$ cat src/rtl/tick_sched_pkg.sv
// Shared encodings and elaboration helpers for the tick scheduler.
package tick_sched_pkg;

  // Configuration command opcodes carried on cfg_op.
  typedef enum logic [1:0] {
    OP_LOAD      = 2'b00,
    OP_START_PER = 2'b01,
    OP_START_ONE = 2'b10,
    OP_STOP      = 2'b11
  } op_e;

  // Per-channel lifecycle.
  typedef enum logic [1:0] {
    ST_IDLE = 2'b00,
    ST_RUN  = 2'b01,
    ST_DONE = 2'b10
  } ch_state_e;

  // Number of clk cycles per base tick.
  function automatic int unsigned presc_max(input int unsigned clk_freq,
                                            input int unsigned base_freq);
    return clk_freq / base_freq;
  endfunction

endpackage

$ cat src/rtl/tick_channel.sv
// One timer channel: stored period, countdown and periodic/one-shot FSM.
module tick_channel
  import tick_sched_pkg::*;
#(
  parameter int unsigned CNT_W = 16
) (
  input  logic             clk,
  input  logic             rst,
  input  logic             base_tick_i,
  input  logic             cmd_en_i,
  input  op_e              cmd_op_i,
  input  logic [CNT_W-1:0] cmd_data_i,
  output logic             start_rej_c,
  output logic             tick_o,
  output logic             running_o,
  output logic             done_o
);

  ch_state_e        state_q, state_d;
  logic [CNT_W-1:0] period_q, period_d;
  logic [CNT_W-1:0] cnt_q, cnt_d;
  logic             periodic_q, periodic_d;
  logic             tick_q, tick_d;
  logic             running_q, done_q;

  // Next-state: an accepted command on this channel pre-empts the base tick.
  always_comb begin
    state_d     = state_q;
    period_d    = period_q;
    cnt_d       = cnt_q;
    periodic_d  = periodic_q;
    tick_d      = 1'b0;
    start_rej_c = 1'b0;
    if (cmd_en_i) begin
      case (cmd_op_i)
        OP_LOAD: period_d = cmd_data_i;
        OP_START_PER, OP_START_ONE: begin
          if (period_q == '0) begin
            start_rej_c = 1'b1;
          end else begin
            cnt_d      = period_q - CNT_W'(1);
            periodic_d = (cmd_op_i == OP_START_PER);
            state_d    = ST_RUN;
          end
        end
        OP_STOP: state_d = ST_IDLE;
        default: ;
      endcase
    end else if (base_tick_i && (state_q == ST_RUN)) begin
      if (cnt_q == '0) begin
        tick_d = 1'b1;
        if (periodic_q) begin
          cnt_d = period_q - CNT_W'(1);
        end else begin
          state_d = ST_DONE;
        end
      end else begin
        cnt_d = cnt_q - CNT_W'(1);
      end
    end
  end

  // Channel registers; status outputs are registered decodes of the next state.
  always_ff @(posedge clk or posedge rst) begin
    if (rst) begin
      state_q    <= ST_IDLE;
      period_q   <= '0;
      cnt_q      <= '0;
      periodic_q <= 1'b0;
      tick_q     <= 1'b0;
      running_q  <= 1'b0;
      done_q     <= 1'b0;
    end else begin
      state_q    <= state_d;
      period_q   <= period_d;
      cnt_q      <= cnt_d;
      periodic_q <= periodic_d;
      tick_q     <= tick_d;
      running_q  <= (state_d == ST_RUN);
      done_q     <= (state_d == ST_DONE);
    end
  end

  assign tick_o    = tick_q;
  assign running_o = running_q;
  assign done_o    = done_q;

endmodule

$ cat src/rtl/tick_scheduler.sv
// Shared base-tick prescaler, command decode and N_CH timer channels.
module tick_scheduler
  import tick_sched_pkg::*;
#(
  parameter  int unsigned CLK_FREQ  = 50_000_000,
  parameter  int unsigned BASE_FREQ = 1_000,
  parameter  int unsigned N_CH      = 4,
  parameter  int unsigned CNT_W     = 16,
  localparam int unsigned CH_W      = (N_CH > 1) ? $clog2(N_CH) : 1
) (
  input  logic             clk,
  input  logic             rst,
  input  logic             cfg_valid,
  output logic             cfg_ready,
  input  logic [CH_W-1:0]  cfg_ch,
  input  logic [1:0]       cfg_op,
  input  logic [CNT_W-1:0] cfg_data,
  output logic             cfg_err,
  output logic             base_tick,
  output logic [N_CH-1:0]  tick,
  output logic [N_CH-1:0]  running,
  output logic [N_CH-1:0]  done
);

  localparam int unsigned PRESC_MAX = presc_max(CLK_FREQ, BASE_FREQ);
  localparam int unsigned PRESC_W   = (PRESC_MAX > 1) ? $clog2(PRESC_MAX) : 1;
  localparam logic [PRESC_W-1:0] PRESC_LAST = PRESC_W'(PRESC_MAX - 1);

  logic [PRESC_W-1:0] presc_q, presc_d;
  logic               base_tick_q, base_tick_d;
  logic               ready_q, ready_d;
  logic               err_q, err_d;
  logic               accept_c;
  logic               ch_ok_c;
  logic [N_CH-1:0]    cmd_en_c;
  logic [N_CH-1:0]    rej_c;
  op_e                op_c;

  // Prescaler wraps at PRESC_MAX-1; base_tick flags the wrap one clk later.
  always_comb begin
    presc_d     = (presc_q == PRESC_LAST) ? '0 : presc_q + PRESC_W'(1);
    base_tick_d = (presc_q == PRESC_LAST);
  end

  // Handshake and routing of an accepted command to its channel.
  always_comb begin
    accept_c = cfg_valid && ready_q;
    ch_ok_c  = (32'(cfg_ch) < N_CH);
    op_c     = op_e'(cfg_op);
    for (int unsigned i = 0; i < N_CH; i++) begin
      cmd_en_c[i] = accept_c && ch_ok_c && (32'(cfg_ch) == i);
    end
    ready_d = !accept_c;
    err_d   = accept_c && (!ch_ok_c || (|rej_c));
  end

  // Top-level registers.
  always_ff @(posedge clk or posedge rst) begin
    if (rst) begin
      presc_q     <= '0;
      base_tick_q <= 1'b0;
      ready_q     <= 1'b1;
      err_q       <= 1'b0;
    end else begin
      presc_q     <= presc_d;
      base_tick_q <= base_tick_d;
      ready_q     <= ready_d;
      err_q       <= err_d;
    end
  end

  for (genvar g = 0; g < N_CH; g++) begin : g_ch
    tick_channel #(
      .CNT_W (CNT_W)
    ) u_ch (
      .clk         (clk),
      .rst         (rst),
      .base_tick_i (base_tick_q),
      .cmd_en_i    (cmd_en_c[g]),
      .cmd_op_i    (op_c),
      .cmd_data_i  (cfg_data),
      .start_rej_c (rej_c[g]),
      .tick_o      (tick[g]),
      .running_o   (running[g]),
      .done_o      (done[g])
    );
  end

  assign cfg_ready = ready_q;
  assign cfg_err   = err_q;
  assign base_tick = base_tick_q;

endmodule

$ cat config.mk
export PLATFORM = sky130hd
export DESIGN_NAME = tick_scheduler
export DESIGN_NICKNAME = d
export VERILOG_FILES = /design/src/rtl/tick_sched_pkg.sv /design/src/rtl/tick_channel.sv /design/src/rtl/tick_scheduler.sv
export SDC_FILE = /design/constraint.sdc
export NUM_CORES = 1
export LEC_CHECK = 0
export CORE_MARGIN = 2
export CORE_UTILIZATION = 55
export CTS_BUF_LIST = sky130_fd_sc_hd__clkbuf_4 sky130_fd_sc_hd__clkbuf_8 sky130_fd_sc_hd__clkbuf_16
export DETAILED_ROUTE_END_ITERATION = 10
export MAX_ROUTING_LAYER = met4
export PLACE_DENSITY = 0.84
export RECOVER_POWER = 25
export SYNTH_ARGS = -nofsm -noshare
export SYNTH_HDL_FRONTEND = slang
export SYNTH_SLANG_ARGS = --single-unit
$ cat constraint.sdc
create_clock -name clk -period 5.8 [get_ports clk]
set_input_delay 0.87 -clock clk [delete_from_list [all_inputs] [get_ports clk]]
set_output_delay 0.87 -clock clk [all_outputs]
set_load 0.02 [all_outputs]
==> tab_implementation.tex <==
\begin{tabular}{lr}
\hline
Metric & Value \\
\hline
\multicolumn{2}{l}{\textbf{CTS}} \\
\quad Buffer cell driving the clock tree root & clkbuf\_16 \\
\quad Longest Clk Path Bufs & 2 \\
\quad Clock network latency to the later pin of the worst-skew pair & 0.44 ns \\
\quad \# Post-CTS Setup Buffers & 0 \\
\quad CTS-repair resized insts & 0 \\
\quad CTS tree & built \\
\quad Count of H-tree levels built during CTS & 4 \\
\quad Clock sink count & 171 \\
\quad Number of buffers added to fix hold violations after cts & 0 \\
\quad Number of buffers created by CTS & 17 \\
\quad Clock-pin slew reported for the worst setup and hold paths after clock tree synthesis & 0.06 ns \\
\multicolumn{2}{l}{\textbf{Worst setup path}} \\
\quad Crit Path Class & reg2reg \\
\quad Crit path capture type & flop \\
\quad Combined buffer and inverter count along the critical path & 0 \\
\quad Cell with the largest stage delay on the worst path & nor4\_1 \\
\quad Cell class contributing the biggest share of worst-path delay & simple AND/OR/NAND/NOR gates \\
\quad Crit start category & flop \\
\quad Critical path required time & 6.12 ns \\
\quad Cells traversed along the worst timing path & nor4\_1 -> nand4\_1 -> o21ai\_2 -> nand2\_1 -> a32o\_1 \\
\quad Maximum single-stage delay on the critical path & 0.90 ns \\
\quad Critical path peak fanout & 11 \\
\quad Signal arrival time at the worst endpoint & 3.83 ns \\
\multicolumn{2}{l}{\textbf{Floorplan}} \\
\quad Effective utilization at floorplan & 0.563 \\
\quad Floorplan die width & 140 um \\
\quad Floorplan Core Area & 0.0180 mm2 \\
\quad I/O pin cnt & 38 \\
\quad Chip height & 140 um \\
\quad Floorplan die area & 0.0196 mm2 \\
\quad FP Rows & 49 \\
\multicolumn{2}{l}{\textbf{Detailed routing}} \\
\quad Starting DRC count in detailed routing & 1028 \\
\quad Total vias in the final route & 8658 \\
\quad DRT antenna net count & 0 \\
\quad Routed wirelength normalized by instance count & 20.0 um \\
\quad Overall routed net length & 25500 um \\
\quad Number of search-and-repair iterations in the first detailed-routing pass & 6 \\
\quad Average via count per standard cell & 6.79 \\
\quad Number of DRC violations after detailed routing & 0 \\
\multicolumn{2}{l}{\textbf{Final layout}} \\
\quad Number of fill cells & 1420 \\
\quad Antenna diodes & 0 \\
\quad Ratio of cells with drive above 1 in the final layout & 0.124 \\
\quad Final Cell Area & 0.0112 mm2 \\
\quad Net count of the finished layout & 1077 \\
\quad Area growth from synthesis to layout & 10.2\% \\
\multicolumn{2}{l}{\textbf{STA}} \\
\quad Measured slew at the worst slew-check pin & 1.17 ns \\
\quad Min Tclk post-route & 3.51 ns \\
\quad Total negative slack for setup checks & 0 ns \\
\quad Number of failing setup endpoints in the final timing report & 0 \\
\quad Highest Clock Rate & 285 MHz \\
\quad Final slew viol count & 0 \\
\quad Fin crit share & 0.605 \\
\quad Final hold violations & 0 \\
\quad Clock tree skew after final layout & 0.00913 ns \\
\quad Worst slew margin & 0.212 \\
\quad Setup repair after global routing missed its margin & no \\
\multicolumn{2}{l}{\textbf{Global route}} \\
\quad Global-route wire length before repair & 41200 um \\
\quad GRT Residual Overflow & 0 \\
\quad Via count of the first global-routing pass & 8099 \\
\quad All-layer global routing usage & 0.269 \\
\quad Maximum number of pins on one net before global-route repair & 101 \\
\quad Initial antenna violation count & 0 \\
\multicolumn{2}{l}{\textbf{Worst hold path}} \\
\quad Class of the tightest hold or removal check & reg2reg \\
\multicolumn{2}{l}{\textbf{Logic synthesis}} \\
\quad Dominant cell type by area after synthesis & dfrtp\_1 \\
\quad Biggest area contributors in the synthesized netlist & dfrtp\_1, mux2\_2, o22ai\_1 \\
\quad Commonest register cell after synthesis & dfrtp\_1 \\
\quad Syn Nets & 1077 \\
\quad Post-synthesis sequential area ratio & 0.421 \\
\quad Number of storage elements in the synthesis netlist & 171 \\
\quad Warning count from the yosys run & 0 \\
\quad Area fraction of the dominant cell type after synthesis & 0.419 \\
\quad Count of mapped cells out of synthesis & 1034 \\
\quad Post-synth EDFFs & 0 \\
\quad Post-synth design cell area & 0.0102 mm2 \\
\quad Post-synthesis cell type count & 65 \\
\quad FFs w/ async S/R, synth & 1.00 \\
\quad Mean instance size in the synthesized netlist & 9.82 um2 \\
\multicolumn{2}{l}{\textbf{Power and ir drop}} \\
\quad Worst vdd ir & 0.277 mV \\
\quad Leakage & 4.71 nW \\
\quad Cell Pwr Density & 373 mW/mm2 \\
\multicolumn{2}{l}{\textbf{Place}} \\
\quad Number of I/O port buffers & 37 \\
\quad Cell Area, Placed & 0.0106 mm2 \\
\quad DP HPWL & 17300 um \\
\quad Final weighted congestion in routability-driven placement & 0.920 \\
\multicolumn{2}{l}{\textbf{Run}} \\
\quad Max-cap violations & 0 \\
\multicolumn{2}{l}{\textbf{Run status}} \\
\quad Outcome & complete, no violations \\
\hline
\end{tabular}
==> power by group <==
part | switching, mW | total (mW) | internal, mW
clock | 0.461 | 1.21 | 0.753
sequential | 0.318 | 1.76 | 1.44
combinational | 0.654 | 1.20 | 0.542
total | 1.43 | 4.17 | 2.74
==> cells by family (layout without fill, tap and decap cells) <==
| family | after synthesis | count (layout) | share of synthesized area |
|---|---|---|---|
| compound gates | 211 | 211 | 0.152 |
| xor+xnor | 56 | 56 | 0.0483 |
| fa+ha+maj | 20 | 20 | 0.0246 |
| buf+inv | 103 | 116 | 0.0456 |
| flops | 171 | 171 | 0.421 |
| mux | 90 | 90 | 0.0973 |
| simple gates | 383 | 383 | 0.210 |
==> stage by stage <==
stage / hold WS [ns] / cells / util / setup WS [ns] / total power [mW]
3_5_place_dp: 0.438 / 1244 / 0.586 / 2.26 / 2.93
6_report: 0.459 / 1276 / 0.621 / 2.29 / 4.17
3_3_place_gp: 0.448 / 1244 / 0.586 / 2.33 / 2.88
2_1_floorplan: 0.424 / 1034 / - / 0.300 / 2.61
5_1_grt: 0.471 / 1276 / 0.621 / 2.08 / 4.39
4_1_cts: 0.459 / 1276 / 0.621 / 2.41 / 4.16
==> path summary, 6_finish.rpt <==
path / from / to / slack (ns) / cells after the start
worst max-delay path: g_ch[2].u_ch.cnt_q[4] / g_ch[2].u_ch.cnt_q[5] / 2.29 / 5
worst min register to register: g_ch[1].u_ch.state_q[1] / g_ch[1].u_ch.tick_o / 0.46 / 1
worst min-delay path: g_ch[1].u_ch.state_q[1] / g_ch[1].u_ch.tick_o / 0.46 / 1
min in group asynchronous: rst / presc_q[13] / 1.09 / 2
max in group asynchronous: rst / g_ch[1].u_ch.cnt_q[12] / 3.65 / 3
worst max register to register: g_ch[2].u_ch.cnt_q[4] / g_ch[2].u_ch.cnt_q[5] / 2.29 / 5
==> cell usage after synthesis (13+ instances only) <==
master     instances
inv_1             39
mux2i_1           20
xor2_1            32
xnor2_1           24
nand4b_1          18
o22ai_1           56
nor4_1            30
a22o_1            27
o21ai_0           20
mux2_2            70
nand4_1           31
or3_1             13
nand3_1           31
o2bb2ai_1         14
dfrtp_1          170
clkbuf_1          43
a21oi_1           14
nand2_1           68
nor2_1            64
ha_1              20
nor3_1            48
==> layout make-up <==
type,count,area [um2],area share
flip-flops and latches,171,4280,0.382
inverters,39,151,0.0135
well taps,229,287,0.0256
clock buffers,23,477,0.0426
clock inverters,9,148,0.0132
repair buffers,45,430,0.0385
multi-input cells,760,5420,0.484
==> flip-flops by register name, indices dropped and copies added (netlist names) <==
register	cells
base_tick	1
g_ch.u_ch.tick_o	4
g_ch.u_ch.running_o	4
presc_q	16
cfg_err	1
g_ch.u_ch.period_q	64
g_ch.u_ch.periodic_q	4
cfg_ready	1
g_ch.u_ch.state_q	8
g_ch.u_ch.cnt_q	64
g_ch.u_ch.done_o	4
==> metal layers <==
| metal | track usage | vias to the layer above | share of wire |
|---|---|---|---|
| met5 | - | - | 0 |
| li1 | - | 3919 | - |
| met3 | 0.0471 | 65 | 0.076 |
| met1 | 0.360 | 4254 | 0.42 |
| met4 | 0.0953 | 0 | 0.030 |
| met2 | 0.416 | 420 | 0.47 |
==> placed cells by master (no fill, tap or decap), types with 7 or more instances in the layout <==
master	n
o21ai_0	20
nand4b_1	18
buf_4	8
xnor2_1	24
a22o_1	27
a2bb2oi_1	11
nand4_1	31
clkdlybuf4s50_1	35
and3_1	12
xor2_1	32
nor3_1	48
or4_1	11
a22oi_1	9
nand2_1	68
o2bb2ai_1	14
clkbuf_16	17
mux2_2	70
nor3b_1	9
nand3_1	31
nor2_1	64
inv_1	38
ha_1	20
nor4_1	30
o22ai_1	56
or3_1	13
dfrtp_1	170
a32o_1	10
mux2i_1	20
a21oi_1	14
o22a_1	7
No activity file was read; power rests on OpenSTA's default activity.
